## config.mk

```make
export PLATFORM = sky130hd
export DESIGN_NAME = axi4_lite_master_slave
export DESIGN_NICKNAME = d
export VERILOG_FILES = /design/src/rtl/axi4_lite_pkg.sv /design/src/rtl/axi4_lite_reg_slave.sv /design/src/rtl/axi4_lite_master_slave.sv
export SDC_FILE = /design/constraint.sdc
export NUM_CORES = 1
export LEC_CHECK = 0
export ABC_AREA = 1
export BUFFER_PORTS_ARGS = -buffer_cell sky130_fd_sc_hd__buf_2
export CORE_MARGIN = 3
export CORE_UTILIZATION = 50
export CTS_BUF_LIST = sky130_fd_sc_hd__clkbuf_8
export CTS_CLUSTER_SIZE = 25
export DETAILED_ROUTE_END_ITERATION = 16
export GPL_ROUTABILITY_DRIVEN = 1
export PLACE_DENSITY = 0.71
export SLEW_MARGIN = 30
export SYNTH_ARGS = -nofsm -noshare
export SYNTH_HDL_FRONTEND = slang
export SYNTH_SLANG_ARGS = --single-unit
```

## constraint.sdc

```tcl
create_clock -name ACLK -period 2.45 [get_ports ACLK]
set_input_delay 0.1225 -clock ACLK [delete_from_list [all_inputs] [get_ports ACLK]]
set_output_delay 0.1225 -clock ACLK [all_outputs]
set_load 0.01 [all_outputs]
```

## src/rtl/axi4_lite_pkg.sv

```systemverilog
// Shared constants and state types for the AXI4-Lite master/slave pair.
// Imported by the register slave and the top-level master.
`default_nettype none

package axi4_lite_pkg;

    localparam int AXI_ADDR_W   = 4;
    localparam int AXI_DATA_W   = 32;
    localparam int AXI_NUM_REGS = 4;

    localparam logic [1:0] RESP_OKAY = 2'b00;

    typedef enum logic [2:0] {
        M_IDLE,
        M_WR,
        M_WRESP,
        M_RADDR,
        M_RDATA
    } mst_state_t;

    typedef enum logic {
        SW_IDLE,
        SW_RESP
    } slv_wr_state_t;

    typedef enum logic {
        SR_IDLE,
        SR_DATA
    } slv_rd_state_t;

endpackage

`default_nettype wire

```

## src/rtl/axi4_lite_reg_slave.sv

```systemverilog
// AXI4-Lite slave with a small word-indexed register file.
// AW and W are accepted independently; the write lands once both are in.
`default_nettype none

module axi4_lite_reg_slave
    import axi4_lite_pkg::*;
#(
    parameter int ADDR_W   = AXI_ADDR_W,
    parameter int DATA_W   = AXI_DATA_W,
    parameter int NUM_REGS = AXI_NUM_REGS
) (
    input  logic              ACLK,
    input  logic              ARESETn,
    input  logic [ADDR_W-1:0] awaddr,
    input  logic              awvalid,
    output logic              awready,
    input  logic [DATA_W-1:0] wdata,
    input  logic              wvalid,
    output logic              wready,
    output logic [1:0]        bresp,
    output logic              bvalid,
    input  logic              bready,
    input  logic [ADDR_W-1:0] araddr,
    input  logic              arvalid,
    output logic              arready,
    output logic [DATA_W-1:0] rdata,
    output logic              rvalid,
    input  logic              rready,
    output logic [1:0]        rresp
);

    localparam int IDX_W = $clog2(NUM_REGS);

    logic [DATA_W-1:0] regs [NUM_REGS];

    slv_wr_state_t     wst_q, wst_d;
    slv_rd_state_t     rst_q, rst_d;
    logic              aw_got_q, aw_got_d;
    logic              w_got_q, w_got_d;
    logic [IDX_W-1:0]  widx_q, widx_d;
    logic [DATA_W-1:0] wbuf_q, wbuf_d;

    logic              awready_d, wready_d, bvalid_d;
    logic [1:0]        bresp_d;
    logic              arready_d, rvalid_d;
    logic [DATA_W-1:0] rdata_d;
    logic [1:0]        rresp_d;

    logic              we;
    logic [IDX_W-1:0]  we_idx;
    logic [DATA_W-1:0] we_data;

    logic aw_hs, w_hs, ar_hs;
    logic unused_addr_lsb;

    assign aw_hs = awvalid & awready;
    assign w_hs  = wvalid & wready;
    assign ar_hs = arvalid & arready;

    // Byte offset within a word carries no meaning for full-word registers.
    assign unused_addr_lsb = ^{awaddr[1:0], araddr[1:0]};

    // Write side: collect AW and W, commit the word, then hold B until taken.
    always_comb begin
        wst_d     = wst_q;
        aw_got_d  = aw_got_q;
        w_got_d   = w_got_q;
        widx_d    = widx_q;
        wbuf_d    = wbuf_q;
        awready_d = 1'b0;
        wready_d  = 1'b0;
        bvalid_d  = bvalid;
        bresp_d   = bresp;
        we        = 1'b0;
        we_idx    = widx_q;
        we_data   = wbuf_q;
        unique case (wst_q)
            SW_IDLE: begin
                awready_d = awvalid & ~awready & ~aw_got_q;
                wready_d  = wvalid & ~wready & ~w_got_q;
                if (aw_hs) begin
                    aw_got_d = 1'b1;
                    widx_d   = awaddr[IDX_W+1:2];
                end
                if (w_hs) begin
                    w_got_d = 1'b1;
                    wbuf_d  = wdata;
                end
                if (aw_got_d && w_got_d) begin
                    we       = 1'b1;
                    we_idx   = widx_d;
                    we_data  = wbuf_d;
                    aw_got_d = 1'b0;
                    w_got_d  = 1'b0;
                    bvalid_d = 1'b1;
                    bresp_d  = RESP_OKAY;
                    wst_d    = SW_RESP;
                end
            end
            SW_RESP: begin
                if (bvalid && bready) begin
                    bvalid_d = 1'b0;
                    wst_d    = SW_IDLE;
                end
            end
            default: wst_d = SW_IDLE;
        endcase
    end

    // Read side: one-cycle ARREADY, then hold R until the master takes it.
    always_comb begin
        rst_d     = rst_q;
        arready_d = 1'b0;
        rvalid_d  = rvalid;
        rdata_d   = rdata;
        rresp_d   = rresp;
        unique case (rst_q)
            SR_IDLE: begin
                arready_d = arvalid & ~arready;
                if (ar_hs) begin
                    rvalid_d = 1'b1;
                    rdata_d  = regs[araddr[IDX_W+1:2]];
                    rresp_d  = RESP_OKAY;
                    rst_d    = SR_DATA;
                end
            end
            SR_DATA: begin
                if (rvalid && rready) begin
                    rvalid_d = 1'b0;
                    rst_d    = SR_IDLE;
                end
            end
            default: rst_d = SR_IDLE;
        endcase
    end

    // State, channel outputs and register file update.
    always_ff @(posedge ACLK) begin
        if (ARESETn) begin
            wst_q    <= SW_IDLE;
            rst_q    <= SR_IDLE;
            aw_got_q <= 1'b0;
            w_got_q  <= 1'b0;
            widx_q   <= '0;
            wbuf_q   <= '0;
            awready  <= 1'b0;
            wready   <= 1'b0;
            bvalid   <= 1'b0;
            bresp    <= RESP_OKAY;
            arready  <= 1'b0;
            rvalid   <= 1'b0;
            rdata    <= '0;
            rresp    <= RESP_OKAY;
            for (int i = 0; i < NUM_REGS; i++) begin
                regs[i] <= '0;
            end
        end else begin
            wst_q    <= wst_d;
            rst_q    <= rst_d;
            aw_got_q <= aw_got_d;
            w_got_q  <= w_got_d;
            widx_q   <= widx_d;
            wbuf_q   <= wbuf_d;
            awready  <= awready_d;
            wready   <= wready_d;
            bvalid   <= bvalid_d;
            bresp    <= bresp_d;
            arready  <= arready_d;
            rvalid   <= rvalid_d;
            rdata    <= rdata_d;
            rresp    <= rresp_d;
            if (we) begin
                regs[we_idx] <= we_data;
            end
        end
    end

endmodule

`default_nettype wire

```

## src/rtl/axi4_lite_master_slave.sv

```systemverilog
// One-shot user request to AXI4-Lite master, wired to a register slave.
// Every internal channel signal is also exported for monitoring.
`default_nettype none

module axi4_lite_master_slave
    import axi4_lite_pkg::*;
#(
    parameter int ADDR_W   = AXI_ADDR_W,
    parameter int DATA_W   = AXI_DATA_W,
    parameter int NUM_REGS = AXI_NUM_REGS
) (
    input  logic              ACLK,
    input  logic              ARESETn,
    input  logic [ADDR_W-1:0] addr,
    input  logic              write,
    input  logic [DATA_W-1:0] wdata,
    input  logic              transfer,
    output logic              ready,
    output logic [DATA_W-1:0] rdata,
    output logic [ADDR_W-1:0] AWADDR,
    output logic              AWVALID,
    output logic              AWREADY,
    output logic [DATA_W-1:0] WDATA,
    output logic              WVALID,
    output logic              WREADY,
    output logic [1:0]        BRESP,
    output logic              BVALID,
    output logic              BREADY,
    output logic [ADDR_W-1:0] ARADDR,
    output logic              ARVALID,
    output logic              ARREADY,
    output logic [DATA_W-1:0] RDATA,
    output logic              RVALID,
    output logic              RREADY,
    output logic [1:0]        RRESP
);

    mst_state_t        st_q, st_d;
    logic [ADDR_W-1:0] addr_q, addr_d;
    logic [DATA_W-1:0] wdat_q, wdat_d;
    logic [DATA_W-1:0] rdata_d;
    logic              awvalid_d, wvalid_d, bready_d;
    logic              arvalid_d, rready_d, ready_d;

    // One latched address serves both AW and AR; only one is ever valid.
    assign AWADDR = addr_q;
    assign ARADDR = addr_q;
    assign WDATA  = wdat_q;

    // Master next-state: VALIDs drop only on their own handshake.
    always_comb begin
        st_d      = st_q;
        addr_d    = addr_q;
        wdat_d    = wdat_q;
        rdata_d   = rdata;
        awvalid_d = AWVALID;
        wvalid_d  = WVALID;
        bready_d  = BREADY;
        arvalid_d = ARVALID;
        rready_d  = RREADY;
        ready_d   = 1'b0;
        unique case (st_q)
            M_IDLE: begin
                if (transfer) begin
                    addr_d = addr;
                    if (write) begin
                        wdat_d    = wdata;
                        awvalid_d = 1'b1;
                        wvalid_d  = 1'b1;
                        st_d      = M_WR;
                    end else begin
                        arvalid_d = 1'b1;
                        st_d      = M_RADDR;
                    end
                end
            end
            M_WR: begin
                if (AWVALID && AWREADY) begin
                    awvalid_d = 1'b0;
                end
                if (WVALID && WREADY) begin
                    wvalid_d = 1'b0;
                end
                if (!awvalid_d && !wvalid_d) begin
                    bready_d = 1'b1;
                    st_d     = M_WRESP;
                end
            end
            M_WRESP: begin
                if (BVALID && BREADY) begin
                    bready_d = 1'b0;
                    ready_d  = 1'b1;
                    st_d     = M_IDLE;
                end
            end
            M_RADDR: begin
                if (ARVALID && ARREADY) begin
                    arvalid_d = 1'b0;
                    rready_d  = 1'b1;
                    st_d      = M_RDATA;
                end
            end
            M_RDATA: begin
                if (RVALID && RREADY) begin
                    rready_d = 1'b0;
                    rdata_d  = RDATA;
                    ready_d  = 1'b1;
                    st_d     = M_IDLE;
                end
            end
            default: st_d = M_IDLE;
        endcase
    end

    // Master state and registered channel outputs.
    always_ff @(posedge ACLK) begin
        if (ARESETn) begin
            st_q    <= M_IDLE;
            addr_q  <= '0;
            wdat_q  <= '0;
            rdata   <= '0;
            AWVALID <= 1'b0;
            WVALID  <= 1'b0;
            BREADY  <= 1'b0;
            ARVALID <= 1'b0;
            RREADY  <= 1'b0;
            ready   <= 1'b0;
        end else begin
            st_q    <= st_d;
            addr_q  <= addr_d;
            wdat_q  <= wdat_d;
            rdata   <= rdata_d;
            AWVALID <= awvalid_d;
            WVALID  <= wvalid_d;
            BREADY  <= bready_d;
            ARVALID <= arvalid_d;
            RREADY  <= rready_d;
            ready   <= ready_d;
        end
    end

    axi4_lite_reg_slave #(
        .ADDR_W   (ADDR_W),
        .DATA_W   (DATA_W),
        .NUM_REGS (NUM_REGS)
    ) u_slave (
        .ACLK    (ACLK),
        .ARESETn (ARESETn),
        .awaddr  (AWADDR),
        .awvalid (AWVALID),
        .awready (AWREADY),
        .wdata   (WDATA),
        .wvalid  (WVALID),
        .wready  (WREADY),
        .bresp   (BRESP),
        .bvalid  (BVALID),
        .bready  (BREADY),
        .araddr  (ARADDR),
        .arvalid (ARVALID),
        .arready (ARREADY),
        .rdata   (RDATA),
        .rvalid  (RVALID),
        .rready  (RREADY),
        .rresp   (RRESP)
    );

endmodule

`default_nettype wire

```

---- Yosys cells after proc, flatten, opt, wreduce, memory -nomap -nowiden ----
Memories as Yosys holds them, arrays and structs flattened. A register that Yosys moved wholly into a read port is not among the register bits.
Cells that the tools add are included.
storage, ports and cells
  register bits after elaboration ......... 120
  latch bits .............................. 0
  memory bits (writable) .................. 128
  ROM bits ................................ 0
  output and inout port bits .............. 119
  memories ................................ 1
memory list
  memory        depth  bits a word  rd ports  clocked after memory_dff  wr ports  RTL line                   RTL
  u_slave.regs  4      32           1         1                         4         axi4_lite_reg_slave.sv:34  logic [DATA_W-1:0] regs [NUM_REGS];
cells by class
  add/sub/neg operators ................... 0
  multipliers ............................. 0
  div/mod/pow operators ................... 0
  $lt $le $gt $ge ......................... 0
  eq/ne operators ......................... 15
  shifts and indexed selects .............. 0
  multiplexer cells ....................... 59
  bitwise operators ....................... 15
  reductions and logical operators ........ 28
operators with widths
  operator                                                count
  2-to-1 mux 32 bit                                       4
  2-to-1 mux 1 bit                                        34
  OR reduction 32 bit                                     1
  one-hot mux 1 bit (2 select lines)                      10
  inequality test 2 bit (second input constant)           9
  2-to-1 mux 3 bit                                        5
  one-hot mux 3 bit (5 select lines)                      1
  AND reduction 3 bit                                     4
  2-to-1 mux 2 bit                                        5
  AND reduction 2 bit                                     5
  bitwise AND 1 bit                                       8
  nonzero test 2 bit                                      4
  logical AND 1 bit                                       7
  inverter 1 bit                                          7
  equality test 3 x 2 -> 1 bit (second input constant)    2
  AND reduction 5 bit                                     1
  inequality test 2 x 1 -> 1 bit (second input constant)  2
  AND reduction 4 bit                                     1
  OR reduction 2 bit                                      2
  equality test 3 x 1 -> 1 bit (second input constant)    1
  equality test 3 bit (second input constant)             1
  logical NOT 3 bit                                       1
  logical NOT 1 bit                                       2

---- Depth between registers and ports, before layout ----
  depth after elaboration ................. 11
  mapped depth ............................ 9
  depth with buffers taken out ............ 9

---- Modules after synthesis ----
A second synthesis with hierarchy kept.
unflattened totals
  cell total of the unflattened synthesis .. 1319
  area, all modules ....................... 11936.4 um2
modules (own cells, without submodules)
  module                  instances  cells each  area an instance (um2)  sequential area each (um2)
  axi4_lite_reg_slave     1          941         8979.9                  5345.1
  axi4_lite_master_slave  1          378         2956.6                  1541.5

---- Least setup slack after synthesis ----
No wires, ideal clock.
  path kind ............................... register -> register
  start point ............................. register WVALID
  end point ............................... memory u_slave.regs[0][0] in the netlist's numbering, enable pin
  arrival ................................. 1.893 ns
  data required time ...................... 2.061 ns
  slack ................................... 0.167 ns
  cell stages (with the launch flop) ...... 8
  buffers on the path ..................... 1
  period minus slack after synthesis ...... 2.283 ns
  cell sequence ........................... dfxtp_1 > a21oi_1 > nor2_4 > nand3_4 > nor2_4 > nand2_2 > buf_6 > nand2_1
RTL lines
  what                    RTL line                       RTL
  start, declared         axi4_lite_master_slave.sv:24   output logic WVALID,
  start signal, assigned  axi4_lite_master_slave.sv:134  WVALID <= wvalid_d;
  end, declared           axi4_lite_reg_slave.sv:34

==> flow_summary.ini <==
[status]
outcome = completed

[timing]
fin_crit_ns = 1.997
skew_ns = 0.01852
setup_viol = 0
finalHoldViolCount = 0
whs_ns = 0.05171
fmax_mhz = 500.8
setup_ws_ns = 0.4531
tns_ns = 0
worst_pin_slew_ns = 0.8104
relSlewSlack_pct = 45.97
rsz0062_at_grt = no
slew_viol_final = 0
final.period_utilization_pct = 81.50

[hold_path]
hold_depth = 3
hold_class = in -> reg

[pwr]
ir_worst_vdd_v = 0.0004956
power_switching_mw = 3.337
pwr-share-clk_pct = 34.3
power_per_cell_area_mw_per_mm2 = 837.4
sw_frac_of_total_pct = 29.97
seqPwrFrac_pct = 48.0
leakagePower_nw = 5.667
p_int_mw = 7.800
pwr-share-comb_pct = 17.8
p_total_mw = 11.14

[clock_network]
clock_path_buffers = 3
htree_num_levels = 2
clkTransAtPathRegs_ns = 0.06
worstSkewPairLatency_ns = 0.55
hold_buffers = 37
cts_setup_buffers = 0
cts_tree = done
cts_resized = 0
clock-root-buffer = clkbuf_8
cts_num_sinks = 280
cts_made_buffers = 46

[final_layout]
fillCellCount = 1813
final_area_mm2 = 0.01330
drive_above_1_share_pct = 18.39
antennaDiodeCount = 0
nets = 1419
final_util_pct = 62.09
syn_to_final_growth_pct = 19.55
fin_cells = 1689

[global_routing]
overflow = 0
grt_pass1_vias = 8387
grt_max_degree = 74
grt_use_total_pct = 22.04
grt_pass1_wl_um = 43300
grt_antenna_before_repair = 0

[yosys]
yosys-top-cells-count = 209 x nor2_1, 152 x dfxtp_1, 129 x o21ai_0
yosysTopAreaCell = edfxtp_1
synth.most_common_cell = nor2_1
synth_seq_cells = 280
synth_warnings = 0
syn_avg_cell_area_um2 = 9.270
yosysSeqAreaShare_pct = 61.91
ys.flop_type = dfxtp_1
syn_area_mm2 = 0.01112
netlist.area_leader.share_pct = 34.55
synth.area.top_cells = edfxtp_1 35%, dfxtp_1 27%, nor2_1 7.1%
async_flop_share_pct = 0
synth_cell_types = 30
synth-edff-count = 128
syn_inst = 1200

[die]
fp.dieH_um = 155.2
rows = 53
core_mm2 = 0.02142
top_level_ports = 159
die_area_mm2 = 0.02407
start_util_pct = 51.94
die_x_um = 155.2

[routing]
antenna_left = 0
wire_per_inst_um = 15.96
remaining_drc_errors = 0
firstDrtPassIters = 5
drtIter0Drc = 711
avgViaCountPerCell = 5.239
totalWireLength_um = 26950
dr_total_vias = 8849

[worst_setup_path]
required_ns = 2.68
path_class = reg -> reg
cp_cell_sequence = a21oi_1 -> nor2_4 -> nand3_4 -> nor2_4 -> nand2_2 -> nand2_1 -> buf_12
critPathLaunchType = flop
slowest_delay_ns = 0.43
crit_arrival_ns = 2.23
worst-r2r-cell-count = 7
critPathMaxFanout = 32
slowest_stage = dfxtp_1
critPathMostFrequentCell = nor2_4
worst_setup_path_end_kind = flop

[placement]
place_hpwl_um = 16850
routabilityCongestion = 0.7717
io_buffers = 154
place_area_mm2 = 0.01206
dp_cells = 1569
dp_slack_ns = 0.4780

[flow_run]
drv_cap = 0
## state kept, by name, summed over array words and instances (netlist names)
signal and flops:
u_slave.rst_q 1, u_slave.arready 1, u_slave.awready 1, u_slave.w_got_q 1
st_q 3, WVALID 1, rdata 32, u_slave.bvalid 1
ARVALID 1, ARADDR 4, ready 1, u_slave.wbuf_q 32
u_slave.wready 1, u_slave.aw_got_q 1, BREADY 1, AWVALID 1
u_slave.rdata 32, u_slave.rvalid 1, u_slave.regs 128, u_slave.widx_q 2
RREADY 1, u_slave.wst_q 1, WDATA 32
## path summary, 6_finish.rpt
kind | startpoint | endpoint | slack [ns]
setup reg to reg | WVALID$_SDFFE_PP0P_ | u_slave.regs[1][28]$_SDFFCE_PN0P_ | 0.45
hold reg to reg | u_slave.arready$_SDFF_PP0_ | u_slave.arready$_SDFF_PP0_ | 0.44
hold / removal | ARESETn | u_slave.wbuf_q[26]$_SDFFE_PP0N_ | 0.05
setup / recovery | WVALID$_SDFFE_PP0P_ | u_slave.regs[1][28]$_SDFFCE_PN0P_ | 0.45
## layout make-up
type	instances	area (um^2)	area share (%)
Multi-Input combinational cell	719	3363	25.29
Timing Repair Buffer	218	1406	10.57
Sequential cell	280	6888	51.79
Inverter	114	427.9	3.218
Tap cell	275	344.1	2.587
Clock inverter	28	112.6	0.8467
Clock buffer	55	757.0	5.692
## routing by layer
| layer | GRT usage (%) | vias up | part of all wire (%) |
|---|---|---|---|
| li1 | - | 4405 | - |
| met1 | 32.15 | 4055 | 47 |
| met2 | 33.90 | 346 | 44 |
| met3 | 4.312 | 43 | 7.9 |
| met4 | 6.013 | 0 | 1.6 |
| met5 | 0 | - | 0 |
## worst max-delay path: cells and delay by family (launching register included)
kind / cells / cell delay, ns
flip-flops: 1 / 0.43
AO/OA/AOI/OAI: 1 / 0.17
buffers and inverters: 1 / 0.22
AND/OR/NAND/NOR: 5 / 0.87
## logic make-up (layout without fill, tap and decap cells)
kind of cell | Yosys count | after routing | synth area share [%]
simple gates | 370 | 370 | 13.69
compound gates | 345 | 345 | 16.39
flops | 280 | 280 | 61.91
buf+inv | 204 | 415 | 7.985
other cells | 1 | 4 | 0.03371
## power by group through the flow
stage	registers [mW]	logic [mW]	clock network, mW
final	5.34	1.98	3.81
after global routing	5.37	2.20	4.12
after CTS	5.34	1.97	3.89
after detailed placement	5.44	1.92	0
after global placement	5.43	1.88	0
after floorplan	5.43	1.23	0
## placed cells by master (no fill, tap or decap), types with 55 or more instances in the layout
cell / n
inv_1: 129
buf_2: 154
a21oi_1: 109
dfxtp_1: 151
o21ai_0: 129
o22ai_1: 65
nor2_1: 209
nand2_1: 103
edfxtp_1: 128
clkbuf_8: 55
No activity file was read; power rests on OpenSTA's default activity.
